===== src/rtl/unidade_controle.sv =====
// unidade_controle: Moore control FSM for the sequence-memory game.
// Define TIMEOUT_EN to enable the play timeout (conta_timer / fim_timer / fim_timeout).
module unidade_controle (
  input  logic       clock,
  input  logic       reset,
  input  logic       iniciar,
  input  logic       nivel,
  input  logic       jogada_feita,
  input  logic       igual,
  input  logic       fim_sequencia,
  input  logic       ultima_sequencia,
  input  logic       fim_timer,
  output logic       zeraE,
  output logic       contaE,
  output logic       zeraL,
  output logic       contaL,
  output logic       zeraR,
  output logic       registraR,
  output logic       zera_timer,
  output logic       conta_timer,
  output logic       sel_nivel,
  output logic       pronto,
  output logic       acertou,
  output logic       errou,
  output logic       timeout,
  output logic [3:0] db_estado
);

  typedef enum logic [3:0] {
    INICIAL           = 4'h0,
    PREPARACAO        = 4'h1,
    INICIA_SEQUENCIA  = 4'h2,
    ESPERA_JOGADA     = 4'h3,
    REGISTRA          = 4'h4,
    COMPARACAO        = 4'h5,
    PROXIMO           = 4'h6,
    PROXIMA_SEQUENCIA = 4'h7,
    FIM_ACERTOU       = 4'hA,
    FIM_TIMEOUT       = 4'hD,
    FIM_ERROU         = 4'hE
  } estado_t;

  estado_t estado_q, estado_d;
  logic    sel_nivel_q, sel_nivel_d;

`ifndef TIMEOUT_EN
  logic unused_fim_timer;
  assign unused_fim_timer = fim_timer;
`endif

  always_ff @(posedge clock or negedge reset) begin
    if (!reset) begin
      estado_q    <= INICIAL;
      sel_nivel_q <= 1'b0;
    end else begin
      estado_q    <= estado_d;
      sel_nivel_q <= sel_nivel_d;
    end
  end

  always_comb begin
    estado_d    = estado_q;
    sel_nivel_d = sel_nivel_q;
    case (estado_q)
      INICIAL: if (iniciar) estado_d = PREPARACAO;
      PREPARACAO: begin
        sel_nivel_d = nivel;
        estado_d    = INICIA_SEQUENCIA;
      end
      INICIA_SEQUENCIA: estado_d = ESPERA_JOGADA;
      // A play arriving with the timer terminal still counts as a play
      ESPERA_JOGADA: begin
        if (jogada_feita) estado_d = REGISTRA;
`ifdef TIMEOUT_EN
        else if (fim_timer) estado_d = FIM_TIMEOUT;
`endif
      end
      REGISTRA: estado_d = COMPARACAO;
      COMPARACAO: begin
        if (!igual)                 estado_d = FIM_ERROU;
        else if (!fim_sequencia)    estado_d = PROXIMO;
        else if (ultima_sequencia)  estado_d = FIM_ACERTOU;
        else                        estado_d = PROXIMA_SEQUENCIA;
      end
      PROXIMO:           estado_d = ESPERA_JOGADA;
      PROXIMA_SEQUENCIA: estado_d = INICIA_SEQUENCIA;
      FIM_ACERTOU, FIM_ERROU: if (iniciar) estado_d = PREPARACAO;
`ifdef TIMEOUT_EN
      FIM_TIMEOUT: if (iniciar) estado_d = PREPARACAO;
`endif
      default: estado_d = INICIAL;
    endcase
  end

  always_comb begin
    zeraE       = 1'b0;
    contaE      = 1'b0;
    zeraL       = 1'b0;
    contaL      = 1'b0;
    zeraR       = 1'b0;
    registraR   = 1'b0;
    zera_timer  = 1'b0;
    conta_timer = 1'b0;
    pronto      = 1'b0;
    acertou     = 1'b0;
    errou       = 1'b0;
    timeout     = 1'b0;
    case (estado_q)
      PREPARACAO: begin
        zeraE      = 1'b1;
        zeraL      = 1'b1;
        zeraR      = 1'b1;
        zera_timer = 1'b1;
      end
      INICIA_SEQUENCIA: begin
        zeraE      = 1'b1;
        zera_timer = 1'b1;
      end
`ifdef TIMEOUT_EN
      ESPERA_JOGADA: conta_timer = 1'b1;
`endif
      REGISTRA: begin
        registraR  = 1'b1;
        zera_timer = 1'b1;
      end
      PROXIMO:           contaE = 1'b1;
      PROXIMA_SEQUENCIA: contaL = 1'b1;
      FIM_ACERTOU: begin
        pronto  = 1'b1;
        acertou = 1'b1;
      end
      FIM_ERROU: begin
        pronto = 1'b1;
        errou  = 1'b1;
      end
`ifdef TIMEOUT_EN
      FIM_TIMEOUT: begin
        pronto  = 1'b1;
        timeout = 1'b1;
      end
`endif
      default: ;
    endcase
  end

  assign sel_nivel = sel_nivel_q;
  assign db_estado = estado_q;

endmodule


===== config.mk =====
export PLATFORM = sky130hd
export DESIGN_NAME = unidade_controle
export DESIGN_NICKNAME = d
export VERILOG_FILES = /design/src/rtl/unidade_controle.sv
export SDC_FILE = /design/constraint.sdc
export NUM_CORES = 1
export LEC_CHECK = 0
export BUFFER_PORTS_ARGS = -buffer_cell sky130_fd_sc_hd__buf_2
export CAP_MARGIN = 20
export CORE_AREA = 2 2 39 41
export DETAILED_ROUTE_END_ITERATION = 10
export DIE_AREA = 0 0 41 43
export PLACE_DENSITY = 0.72
export SETUP_SLACK_MARGIN = 0.02
export SLEW_MARGIN = 40
export SYNTH_ARGS = -nofsm -noshare
export SYNTH_HDL_FRONTEND = slang
export SYNTH_SLANG_ARGS = --single-unit

===== constraint.sdc =====
create_clock -name clock -period 2.3 [get_ports clock]
set_input_delay 0.23 -clock clock [delete_from_list [all_inputs] [get_ports clock]]
set_output_delay 0.23 -clock clock [all_outputs]
set_load 0.005 [all_outputs]

==> flow_summary.ini <==
[status]
status = completed

[pwr]
sw_frac_of_total_pct = 40.69
ir_drop_v = 0.0003652
p_int_w = 0.0004071
leakagePower_nw = 0.3144
p_seq_share_pct = 31.7
combPwrFrac_pct = 52.4
power_frac_clock_pct = 15.8
power.density_nw_per_um2 = 1150
power_switching_w = 0.0002793

[cells_and_area]
nets = 80
most-common-layout-cells = buf_2, dfrtp_1, nand2_1, clkbuf_4
syn_to_final_growth_pct = 24.87
fin_cells = 86
final_core_util_pct = 43.13
final_common_cell = buf_2
fillers = 152
diodes = 0
drive_above_1_share_pct = 52.86

[timing]
rsz0062_at_grt = no
setup_viol = 0
timing.final.crit_share_pct = 73.41
tns_ns = 0
max_freq_ghz = 0.5922
skew_ns = 0.002917
whs_ns = 0.2229
fin_crit_ns = 1.688
timing.final.hold_violations = 0
slew_viol_final = 0

[synth]
synth_top_family_by_area = simple AND/OR/NAND/NOR gates
muxShareOfSynthArea_pct = 2.356
yosysWarnings = 0
synth-edff-count = 0
yosys.area_share.simple_pct = 37.43
seq_area_frac_synth_pct = 26.18
synth_compound_area_share_pct = 20.94
synthXorXnorAreaFrac_pct = 0
ys_ff_latch = 5
synthFlopType = dfrtp_1
avgSynthCellArea_um2 = 9.754
syn_area_um2 = 478.0
synth_fa_ha_area_share_pct = 0
ys_types = 34
synth-async-reset-ratio_pct = 100.0
netlist_instances = 49

[placed_design]
dp_hpwl_um = 703.6
gp_congestion = 0.7560
io_buffer_count = 22
dp.cells = 81

[clock_network]
clk_pin_slew_ns = 0.05
cts_resized = 0
cts_sinks = 5
tritoncts = yes
cts.path.max_buffers = 2
cts-root-buf = clkbuf_4
h-tree-depth = 1
clock_latency_ns = 0.25
numCtsBuffers = 3

[worst_setup_path]
critPathLaunchType = flop
crit_type = flop to output port
crit_path_max_fanout = 13
cp.arrival_ns = 1.46
crit_path_end_kind = output port
critPathRequiredTime_ns = 2.07

[die]
die_x_um = 41
fp.dieArea_um2 = 1763
rows = 14
start_util_pct = 34.54
die_h_um = 43
coreArea_um2 = 1384
design.portCount = 26

[route]
wl_per_cell_um = 12.12
dr_total_vias = 435
post-route-drc-count = 0
first_iter_violations = 7
postRouteAntennaNets = 0
routed_wl_mm = 1.042
firstDrtPassIters = 3
routed_via_density = 5.058

[hold_path]
hold_class = primary input to flop

[global_routing]
grt_max_degree = 15
grt-ovfl-total = 0
antenna_found_initial = 0
grt_usage_pct = 14.30
grt_pass1_wl_mm = 1.683
first_global_vias = 357

[job]
maxCapViolCount = 0
[cell usage after synthesis, drive strengths merged (2+ instances only)]
cell    n  area share (%)
o22ai   3             6.5
inv     2             1.6
nand2   3             2.4
nor4bb  2             4.2
a21boi  2             3.9
nand3b  2             5.8
dfrtp   5              26
buf     7              11
nand3   2             2.1
nor2    2             1.6
nand2b  2             3.1
[registers in the layout (all words and copies together) (netlist names)]
register   count
db_estado      4
sel_nivel      1
[power by group through the flow]
stage               registers (W)  clock network (W)  logic [W]
floorplan                0.000156                  0   0.000335
global placement         0.000213                  0   0.000355
detailed placement       0.000215                  0   0.000359
CTS                      0.000214           0.000108   0.000360
global route             0.000232           0.000121   0.000402
finish                   0.000218           0.000109   0.000360
[final cells by class]
| class | count | area [µm²] | share of cell area, % |
|---|---|---|---|
| multi-input combinational | 36 | 297.8 | 49.90 |
| sequential | 5 | 125.1 | 20.96 |
| clock buffer | 4 | 26.28 | 4.403 |
| inverter | 2 | 7.507 | 1.258 |
| tap | 16 | 20.02 | 3.354 |
| timing repair buffer | 23 | 120.1 | 20.13 |
[per-stage QoR]
stage / total power, W / cell area, µm² / setup WS, ns
finish: 0.0006864 / 596.8 / 0.6115
global route: 0.0007548 / 596.8 / 0.4733
CTS: 0.0006815 / 596.8 / 0.6076
detailed placement: 0.0005735 / 560.5 / 0.8498
global placement: 0.0005684 / 560.5 / 0.8660
floorplan: 0.0004909 / 481.7 / 0.9881
[layer usage]
layer	vias to the layer above	global-route usage (%)	routed length, µm
met5	-	0	0
li1	218	-	-
met3	2	3.141	75
met2	23	19.06	474
met4	0	10.00	12
met1	192	19.48	479
[repair_timing]
item	4_1_cts	5_1_grt
buffers inserted	0	0
hold endpoints to repair	5	0
endpoints found under the setup margin	0	0
hold buffers	1	0
[cells by family after synthesis]
kind of cell | after synthesis
mux | 1
simple gates | 23
compound gates | 10
flops | 5
other cells | 1
buf+inv | 9
[path summary, 6_finish.rpt]
path                              start            to  slack, ns  cells after the start
hold / removal             jogada_feita  db_estado[0]       0.22                      2
min in group asynchronous         reset  db_estado[0]       0.32                      2
setup reg to reg           db_estado[1]     sel_nivel       0.83                      3
setup / recovery           db_estado[1]    zera_timer       0.61                      4
hold reg to reg               sel_nivel     sel_nivel       0.56                      1
max in group asynchronous         reset  db_estado[3]       1.84                      2
[critical path, stage by stage (launching register included)]
cell	delay, ns
dfrtp_1	0.61
nand2b_1	0.22
a21boi_2	0.07
or2_1	0.19
buf_2	0.12
Note: power is estimated with default switching activity, not from simulation.
